==> src/rtl/div_pkg.sv <==
// Shared types and constants for the iterative Newton-Raphson divider slice.
package div_pkg;

  localparam int unsigned DATA_W = 8;
  localparam int unsigned PROD_W = 16;

  typedef logic signed [DATA_W-1:0] data_t;
  typedef logic signed [PROD_W-1:0] prod_t;

  localparam data_t CONST_TWO = 8'sd2;

  typedef enum logic [1:0] {
    IDLE = 2'd0,
    ITER = 2'd1,
    FIN  = 2'd2,
    HOLD = 2'd3
  } state_t;

endpackage

==> src/rtl/div_iter_ctrl_if.sv <==
// Operand request / result handshake bundle for div_iter_ctrl.
interface div_iter_ctrl_if #(
  parameter int unsigned CNT_W = 4
);
  import div_pkg::*;

  logic             start;
  logic             ready;
  data_t            a_in;
  data_t            b_in;
  data_t            x0_in;
  logic             flush;
  logic             busy;
  logic             out_valid;
  logic             out_ready;
  prod_t            q_out;
  data_t            x_out;
  logic [CNT_W-1:0] iter_cnt;
  logic             converged;
  logic             div_err;

  // Operand source / result consumer side
  modport master (
    output start, a_in, b_in, x0_in, flush, out_ready,
    input  ready, busy, out_valid, q_out, x_out, iter_cnt, converged, div_err
  );

  // Controller side
  modport slave (
    input  start, a_in, b_in, x0_in, flush, out_ready,
    output ready, busy, out_valid, q_out, x_out, iter_cnt, converged, div_err
  );

endinterface

==> src/rtl/divider.sv <==
// Combinational Newton-Raphson stage: Ni = A*xi, Di = B*xi, xinew = (2 - Di[7:0])*xi.
module divider import div_pkg::*; (
  input  data_t A,
  input  data_t B,
  input  data_t xi,
  output prod_t Ni,
  output prod_t Di,
  output prod_t xinew
);

  data_t two_minus_di;

  assign Ni           = prod_t'(A) * prod_t'(xi);
  assign Di           = prod_t'(B) * prod_t'(xi);
  // Only the low byte of Di enters the correction term; wraps like the original stage
  assign two_minus_di = CONST_TWO - data_t'(Di[DATA_W-1:0]);
  assign xinew        = prod_t'(two_minus_di) * prod_t'(xi);

endmodule

==> src/rtl/div_iter_ctrl.sv <==
// Sequential controller that iterates the shared divider stage until x settles
// or the iteration budget runs out, then presents A*x_final on a valid/ready port.
module div_iter_ctrl import div_pkg::*; #(
  parameter int unsigned MAX_ITER = 8,
  parameter int unsigned CNT_W    = 4
) (
  input  logic           clk,
  input  logic           rst_n,
  div_iter_ctrl_if.slave bus
);

  localparam logic [CNT_W-1:0] MAX_CNT = CNT_W'(MAX_ITER);

  state_t           state_q;
  data_t            a_q;
  data_t            b_q;
  data_t            x_q;
  logic [CNT_W-1:0] cnt_q;
  logic             conv_pend_q;
  logic             ready_q;
  logic             busy_q;
  logic             valid_q;
  prod_t            q_out_q;
  data_t            x_out_q;
  logic             conv_q;
  logic             err_q;

  prod_t            stage_ni;
  prod_t            stage_di;
  prod_t            stage_xinew;
  data_t            x_d;
  logic [CNT_W-1:0] cnt_d;
  logic             unused_stage;

  // One stage instance, time-shared between the ITER updates and the FIN product
  divider u_stage (
    .A     (a_q),
    .B     (b_q),
    .xi    (x_q),
    .Ni    (stage_ni),
    .Di    (stage_di),
    .xinew (stage_xinew)
  );

  assign x_d          = data_t'(stage_xinew[DATA_W-1:0]);
  assign cnt_d        = cnt_q + 1'b1;
  assign unused_stage = ^{stage_di, stage_xinew[PROD_W-1:DATA_W]};

  // FSM, iteration counter and result registers
  always_ff @(posedge clk or negedge rst_n) begin
    if (!rst_n) begin
      state_q     <= IDLE;
      a_q         <= '0;
      b_q         <= '0;
      x_q         <= '0;
      cnt_q       <= '0;
      conv_pend_q <= 1'b0;
      ready_q     <= 1'b1;
      busy_q      <= 1'b0;
      valid_q     <= 1'b0;
      q_out_q     <= '0;
      x_out_q     <= '0;
      conv_q      <= 1'b0;
      err_q       <= 1'b0;
    end else begin
      case (state_q)
        IDLE: begin
          if (!bus.flush && bus.start) begin
            a_q     <= bus.a_in;
            b_q     <= bus.b_in;
            x_q     <= bus.x0_in;
            cnt_q   <= '0;
            ready_q <= 1'b0;
            if (bus.b_in == '0) begin
              state_q <= HOLD;
              valid_q <= 1'b1;
              q_out_q <= '0;
              x_out_q <= '0;
              conv_q  <= 1'b0;
              err_q   <= 1'b1;
            end else begin
              state_q <= ITER;
              busy_q  <= 1'b1;
            end
          end
        end
        ITER, FIN: begin
          if (bus.flush) begin
            state_q <= IDLE;
            ready_q <= 1'b1;
            busy_q  <= 1'b0;
            cnt_q   <= '0;
            q_out_q <= '0;
            x_out_q <= '0;
            conv_q  <= 1'b0;
            err_q   <= 1'b0;
          end else if (state_q == ITER) begin
            x_q   <= x_d;
            cnt_q <= cnt_d;
            // Stop reason is parked here and published with the rest of the result at FIN
            if (x_d == x_q) begin
              state_q     <= FIN;
              conv_pend_q <= 1'b1;
            end else if (cnt_d == MAX_CNT) begin
              state_q     <= FIN;
              conv_pend_q <= 1'b0;
            end
          end else begin
            state_q <= HOLD;
            busy_q  <= 1'b0;
            valid_q <= 1'b1;
            q_out_q <= stage_ni;
            x_out_q <= x_q;
            conv_q  <= conv_pend_q;
            err_q   <= 1'b0;
          end
        end
        HOLD: begin
          if (bus.out_ready || bus.flush) begin
            state_q <= IDLE;
            valid_q <= 1'b0;
            ready_q <= 1'b1;
          end
        end
        default: begin
          state_q <= IDLE;
          ready_q <= 1'b1;
          busy_q  <= 1'b0;
          valid_q <= 1'b0;
        end
      endcase
    end
  end

  assign bus.ready     = ready_q;
  assign bus.busy      = busy_q;
  assign bus.out_valid = valid_q;
  assign bus.q_out     = q_out_q;
  assign bus.x_out     = x_out_q;
  assign bus.iter_cnt  = cnt_q;
  assign bus.converged = conv_q;
  assign bus.div_err   = err_q;

endmodule

==> src/flat_wrapper.sv <==
// flat-port wrapper written by rule: the top's interface ports become plain ports
module div_iter_ctrl_flat import div_pkg::*;
#(
  parameter int unsigned MAX_ITER = 8,
  parameter int unsigned CNT_W    = 4
)
  (clk, rst_n, bus_start, bus_a_in, bus_b_in, bus_x0_in, bus_flush, bus_out_ready, bus_ready, bus_busy, bus_out_valid, bus_q_out, bus_x_out, bus_iter_cnt, bus_converged, bus_div_err);
  div_iter_ctrl_if #(.CNT_W(CNT_W)) bus_i ();
  input  logic clk;
  input  logic rst_n;
  input wire logic [$bits(bus_i.start)-1:0] bus_start;
  input wire logic [$bits(bus_i.a_in)-1:0] bus_a_in;
  input wire logic [$bits(bus_i.b_in)-1:0] bus_b_in;
  input wire logic [$bits(bus_i.x0_in)-1:0] bus_x0_in;
  input wire logic [$bits(bus_i.flush)-1:0] bus_flush;
  input wire logic [$bits(bus_i.out_ready)-1:0] bus_out_ready;
  output wire logic [$bits(bus_i.ready)-1:0] bus_ready;
  output wire logic [$bits(bus_i.busy)-1:0] bus_busy;
  output wire logic [$bits(bus_i.out_valid)-1:0] bus_out_valid;
  output wire logic [$bits(bus_i.q_out)-1:0] bus_q_out;
  output wire logic [$bits(bus_i.x_out)-1:0] bus_x_out;
  output wire logic [$bits(bus_i.iter_cnt)-1:0] bus_iter_cnt;
  output wire logic [$bits(bus_i.converged)-1:0] bus_converged;
  output wire logic [$bits(bus_i.div_err)-1:0] bus_div_err;
  assign bus_i.start = bus_start;
  assign bus_i.a_in = bus_a_in;
  assign bus_i.b_in = bus_b_in;
  assign bus_i.x0_in = bus_x0_in;
  assign bus_i.flush = bus_flush;
  assign bus_i.out_ready = bus_out_ready;
  assign bus_ready = bus_i.ready;
  assign bus_busy = bus_i.busy;
  assign bus_out_valid = bus_i.out_valid;
  assign bus_q_out = bus_i.q_out;
  assign bus_x_out = bus_i.x_out;
  assign bus_iter_cnt = bus_i.iter_cnt;
  assign bus_converged = bus_i.converged;
  assign bus_div_err = bus_i.div_err;
  div_iter_ctrl #(.MAX_ITER(MAX_ITER), .CNT_W(CNT_W)) u_core (.clk(clk), .rst_n(rst_n), .bus(bus_i));
endmodule
==> config.mk <==
export PLATFORM = sky130hd
export DESIGN_NAME = div_iter_ctrl_flat
export DESIGN_NICKNAME = d
export VERILOG_FILES = /design/src/rtl/div_pkg.sv /design/src/rtl/div_iter_ctrl_if.sv /design/src/rtl/divider.sv /design/src/rtl/div_iter_ctrl.sv /design/src/flat_wrapper.sv
export SDC_FILE = /design/constraint.sdc
export NUM_CORES = 1
export LEC_CHECK = 0
export BUFFER_PORTS_ARGS = -buffer_cell sky130_fd_sc_hd__buf_2
export CAP_MARGIN = 10
export CORE_MARGIN = 10
export CORE_UTILIZATION = 45
export CTS_CLUSTER_DIAMETER = 60
export CTS_CLUSTER_SIZE = 30
export DETAILED_ROUTE_END_ITERATION = 10
export GPL_ROUTABILITY_DRIVEN = 0
export GPL_TIMING_DRIVEN = 0
export PLACE_DENSITY = 0.59
export REMOVE_ABC_BUFFERS = 1
export SYNTH_ARGS = -nofsm -noshare
export SYNTH_HDL_FRONTEND = slang
export SYNTH_SLANG_ARGS = --single-unit
export TNS_END_PERCENT = 30
==> constraint.sdc <==
create_clock -name clk -period 9.1 [get_ports clk]
set_clock_uncertainty 0.2 [all_clocks]
set_input_delay 1.365 -clock clk [delete_from_list [all_inputs] [get_ports clk]]
set_output_delay 1.365 -clock clk [all_outputs]
set_load 0.02 [all_outputs]
==> run_results.csv, run 1 <==
group,metric,value,unit
cts,cts_sinks,60,
final_layout,area_growth,11.1,%
placement,portBuffers,61,
cts,cts_tree,"done",
sta,timing.setup.tns,0,ps
drt,totalWireLength,15400,um
logic_synthesis,postSynth.asyncResetShare,1.00,
final_layout,layout_commonest_cell,"inv_1",
global_routing,grtUsageTotal,0.160,
logic_synthesis,avgSynthCellArea,9.54,um^2
global_routing,grt_max_degree,46,
min_path,hp-class,"flip-flop to flip-flop",
drt,num_vias,4959,
worst_setup_path,critPathLaunchType,"flip-flop",
floorplan,die_w,144,um
drt,vias_per_cell,5.12,
drt,dr.pass1.iters,4,
logic_synthesis,syn_inst,730,
outcome,outcome,"complete, no violations",
sta,final-setup-viol-count,0,
drt,drc,0,
worst_setup_path,crit_arrival,8580,ps
cts,cts-root-buf,"clkbuf_16",
worst_setup_path,end_kind,"flip-flop",
final_layout,n_antenna_cell,0,
final_layout,final_cells,968,
floorplan,coreArea,0.0152,mm^2
logic_synthesis,synthTopCellsByArea,"fa_1, dfrtp_1, ha_1",
floorplan,start_util,0.458,
global_routing,antenna_found_initial,0,
logic_synthesis,ys_seq_area_frac,0.216,
worst_setup_path,critPathKind,"flip-flop to flip-flop",
placement,dpl.hpwl,11700,um
cts,h-tree-depth,3,
floorplan,die_y,144,um
worst_setup_path,crit_top_cell,"inv_1",
logic_synthesis,synth_top_area_frac,0.227,
logic_synthesis,synth_cell_types,49,
drt,wl_per_cell,15.9,um
floorplan,ioPinCount,62,
job,maxCapViolCount,0,
placement,placed_cells,952,
global_routing,grt_pass1_vias,5310,
logic_synthesis,syn_area,0.00697,mm^2
global_routing,grt_overflow,0,
sta,clock.fmax,117,MHz
worst_setup_path,cp_max_fo,23,
worst_setup_path,crit_path_max_incr_delay,610,ps
worst_setup_path,crit_required,9120,ps
global_routing,grt_pass1_wl,26400,um
logic_synthesis,synth_top_area_cell,"fa_1",
drt,ant_nets,0,
floorplan,row_count,45,
logic_synthesis,synth_ff_type,"dfrtp_1",
sta,min_period,8560,ps
sta,worstMarginPinSlew,1070,ps
worst_setup_path,slowest_stage,"dfrtp_2",
sta,relSlewSlack,0.282,
logic_synthesis,synth_edf_count,0,
logic_synthesis,yosys_warnings,0,
drt,drtIter0Drc,300,
floorplan,die-area,0.0209,mm^2
cts,cts_buffer_depth,2,
cts,clkTransAtPathRegs,50,ps
final_layout,fin_nets,954,
cts,postCtsSetupBuffers,0,
cts,cts_buffers,9,
sta,drv_slew,0,
sta,hold_viol,0,
cts,clock_latency,350,ps
final_layout,layout-drive-gt1-share,0.135,
worst_setup_path,cp_num_buf_inv,7,
sta,rsz0062_at_grt,"no",
cts,cts-hold-fix-buffers,0,
worst_setup_path,path_delay_family,"adder cells",
sta,min_period_over_period,0.940,
logic_synthesis,ys_seq_elements,60,
final_layout,layout_common_cells,"inv_1, nand2_1, fa_1, ha_1, and2_1",
==> logic make-up after synthesis <==
group           Yosys count  share of synthesized area
buf+inv                 144                     0.0787
flops                    60                      0.216
xor+xnor                 58                     0.0812
simple gates            211                      0.154
compound gates           80                     0.0733
mux                      27                     0.0422
fa+ha+maj               150                      0.355
==> area by class of cell <==
| type | instances | area (um^2) |
|---|---|---|
| clock buffers | 9 | 225 |
| clock inverters | 7 | 91.3 |
| fillers | 1449 | 7460 |
| inverters | 116 | 435 |
| multi-input cells | 526 | 4920 |
| flip-flops and latches | 60 | 1510 |
| well taps | 188 | 235 |
| repair buffers | 62 | 325 |
==> registers in the layout (all words and copies together) (netlist names) <==
| name | count |
|---|---|
| u_core.state_q | 2 |
| u_core.bus.x_out | 8 |
| u_core.bus.ready | 1 |
| u_core.bus.busy | 1 |
| u_core.b_q | 8 |
| u_core.bus.out_valid | 1 |
| u_core.bus.div_err | 1 |
| u_core.x_q | 8 |
| u_core.bus.converged | 1 |
| u_core.a_q | 8 |
| u_core.bus.q_out | 16 |
| u_core.bus.iter_cnt | 4 |
| u_core.conv_pend_q | 1 |
==> repair_timing <==
item / CTS / global route
hold endpoints to repair: 0 / 0
setup endpoints to repair: 0 / 2
gates resized for setup: 0 / 3
==> worst reg2reg max path, delay by kind of cell (launching register included) <==
family,cells,cell delay (ps)
compound gates,3,630
xor+xnor,4,1100
mux,1,360
buf+inv,7,370
flops,1,610
simple gates,4,960
fa+ha+maj,11,4230
==> final timing paths <==
check / depth (start not counted) / startpoint / end / slack, ps
worst max-delay path: 30 / u_core.x_q[2] / u_core.state_q[1] / 540
worst min-delay path: 2 / u_core.bus.q_out[3] / u_core.bus.q_out[3] / 270
max in group asynchronous: 2 / rst_n / u_core.bus.q_out[8] / 7210
worst max register to register: 30 / u_core.x_q[2] / u_core.state_q[1] / 540
worst min register to register: 2 / u_core.bus.q_out[3] / u_core.bus.q_out[3] / 270
min in group asynchronous: 1 / rst_n / u_core.a_q[5] / 860
==> synth_stat cells, drive strengths merged (12+ instances only) <==
cell type and n:
inv 116, nand2 82, fa 79, ha 71, and2 68, dfrtp 59
xnor2 43, o21ai 23, clkbuf 22, a21oi 21, mux2 19, nand2b 17
nor2 15, xor2 12
==> metal layers <==
metal / share of wire / vias to the layer above / global-route usage / routed length [um]
met5: 0 / - / 0 / 0
met4: 0.014 / 0 / 0.0404 / 214
met3: 0.058 / 13 / 0.0354 / 886
met2: 0.47 / 86 / 0.262 / 7250
met1: 0.46 / 2469 / 0.209 / 7040
li1: - / 2391 / - / -
==> per-stage QoR <==
stage / util / setup slack [ps] / hold slack, ps / instance area, um^2
CTS: 0.509 / 302 / 275 / 7730
global route: 0.509 / 175 / 306 / 7740
finish: 0.509 / 543 / 266 / 7740
detailed placement: 0.488 / 307 / 262 / 7420
floorplan: - / 1100 / 266 / 6850
global placement: 0.486 / 398 / 256 / 7390
Power of run 1 is not shown: default switching activity piles up to over one toggle a cycle in this logic, so the estimate is an artifact.
==> inputs of run 2 (changes only) <==
--- a/config.mk
+++ b/config.mk
@@ -7,6 +7,7 @@
 export LEC_CHECK = 0
 export BUFFER_PORTS_ARGS = -buffer_cell sky130_fd_sc_hd__buf_2
 export CAP_MARGIN = 10
+export CORE_ASPECT_RATIO = 0.5
 export CORE_MARGIN = 10
 export CORE_UTILIZATION = 45
 export CTS_CLUSTER_DIAMETER = 60
==> constraint.sdc (replaced) <==
create_clock -name clk -period 9.3 [get_ports clk]
set_clock_uncertainty 0.2 [all_clocks]
set_input_delay 1.395 -clock clk [delete_from_list [all_inputs] [get_ports clk]]
set_output_delay 1.395 -clock clk [all_outputs]
set_load 0.02 [all_outputs]
==> run 2 against run 1 <==
  * Setup slack worse by 21 ps
  * Wire length is 0.13% lower
  * Global-route usage is 0.50 points lower
  * Largest cell class unchanged
  * Final area hardly changed
  * Clock-buffer cell count is 1 higher
==> run_results.csv, run 2 (synthesis results as in run 1) <==
group,metric,value,unit
sta,worstMarginPinSlew,1130,ps
global_routing,grt_pass1_vias,5332,
sta,min_period_over_period,0.944,
drt,drc,0,
final_layout,largest_register_ffs,16,
floorplan,die_y,108,um
worst_setup_path,crit_path_max_incr_delay,730,ps
cts,clock_latency,330,ps
final_layout,n_antenna_cell,0,
min_path,min_from,"u_core.bus.q_out[2]",
final_layout,area_growth,11.0,%
sta,clock.fmax,114,MHz
global_routing,antenna_found_initial,0,
min_path,whs_path_depth,2,
worst_setup_path,critPathKind,"flip-flop to flip-flop",
worst_setup_path,r2r_cells,30,
final_layout,fin_nets,954,
final_layout,layout_common_cells,"inv_1, nand2_1, fa_1, ha_1, and2_1",
drt,wl_per_cell,15.6,um
worst_setup_path,slowest_stage,"dfrtp_1",
cts,cts_resized,0,
global_routing,grt_overflow,0,
cts,cts-root-buf,"clkbuf_16",
sta,rsz0062_at_grt,"no",
global_routing,grt_max_degree,46,
sta,hold_viol,0,
final_layout,nFillCells,1458,
final_layout,layout_commonest_cell,"inv_1",
cts,cts_tree,"done",
drt,vias_per_cell,4.94,
floorplan,row_count,32,
worst_setup_path,end_kind,"flip-flop",
placement,portBuffers,61,
floorplan,die_w,196,um
placement,place_ws,543,ps
cts,cts_sinks,60,
sta,final.setup.worst_slack,522,ps
min_path,hp-class,"flip-flop to flip-flop",
floorplan,start_util,0.455,
worst_setup_path,critPathLaunchType,"flip-flop",
cts,postCtsSetupBuffers,0,
sta,final-setup-viol-count,0,
floorplan,ioPinCount,62,
placement,dpl.hpwl,11800,um
drt,totalWireLength,15400,um
global_routing,grt_pass1_wl,26800,um
cts,cts-hold-fix-buffers,0,
sta,min_period,8780,ps
drt,dr.pass1.iters,4,
job,maxCapViolCount,0,
worst_setup_path,crit_arrival,8780,ps
cts,h-tree-depth,3,
drt,drtIter0Drc,170,
cts,cts_buffer_depth,2,
worst_setup_path,cp_max_fo,23,
final_layout,layout-drive-gt1-share,0.129,
min_path,hold_end,"u_core.bus.q_out[2]",
sta,drv_slew,0,
sta,timing.setup.tns,0,ps
floorplan,coreArea,0.0153,mm^2
worst_setup_path,rrSetupSlack,520,ps
cts,clkTransAtPathRegs,60,ps
drt,num_vias,4860,
worst_setup_path,worstReg2RegStart,"u_core.x_q[2]",
worst_setup_path,worstReg2RegEnd,"u_core.state_q[0]",
cts,cts_buffers,9,
outcome,outcome,"complete, no violations",
worst_setup_path,crit_top_cell,"inv_1",
worst_setup_path,crit_required,9300,ps
sta,relSlewSlack,0.246,
global_routing,grtUsageTotal,0.155,
drt,ant_nets,0,
floorplan,die-area,0.0212,mm^2
run 2: layout make-up:
cell class,count,area (um^2),area share
Inverter,116,435,0.0563
Sequential cell,60,1500,0.194
Multi-Input combinational cell,526,4920,0.636
Tap cell,204,255,0.0330
Timing Repair Buffer,62,325,0.0421
Clock inverter,6,65.1,0.00841
Clock buffer,10,229,0.0296
run 2: critical path: cells and delay by family, from the launching register on:
family / cells / cell delay [ps]
xor gates and xnor gates: 4 / 1050
buffers and inverters: 7 / 350
muxes: 1 / 360
DFF: 1 / 730
AOI/OAI and AO/OA: 3 / 680
adders and majority gates: 11 / 4260
and+or+nand+nor: 4 / 1010
run 2: how the worst max path moves through the flow:
stage | slack [ps] | endpoint | startpoint | depth (start not counted)
after floorplan | 1300 | u_core.state_q[0] | u_core.x_q[2] | 30
after global placement | 610 | u_core.state_q[0] | u_core.x_q[2] | 30
after detailed placement | 540 | u_core.state_q[1] | u_core.x_q[2] | 30
after CTS | 500 | u_core.state_q[1] | u_core.x_q[2] | 30
after global routing | 100 | u_core.state_q[1] | u_core.x_q[2] | 30
final | 520 | u_core.state_q[0] | u_core.x_q[2] | 30
run 2: through the flow:
step                      instances   util  hold WS (ps)  instance area [um^2]
after detailed placement        968  0.486           264                  7440
after global routing            984  0.506           307                  7730
after floorplan                 702      -           266                  6850
after global placement          967  0.485           258                  7410
final                           984  0.506           272                  7730
after CTS                       984  0.506           277                  7730
run 2: per-layer routing:
layer  wire length (um)  part of all wire  up-vias  global-route usage
li1                   -                 -     2394                   -
met2               7330              0.48       75               0.267
met1               7270              0.47     2378               0.203
met4                169             0.011        0              0.0336
met3                602             0.039       13              0.0241
met5                  0                 0        -                   0
Power of run 2 is left out for the same reason.
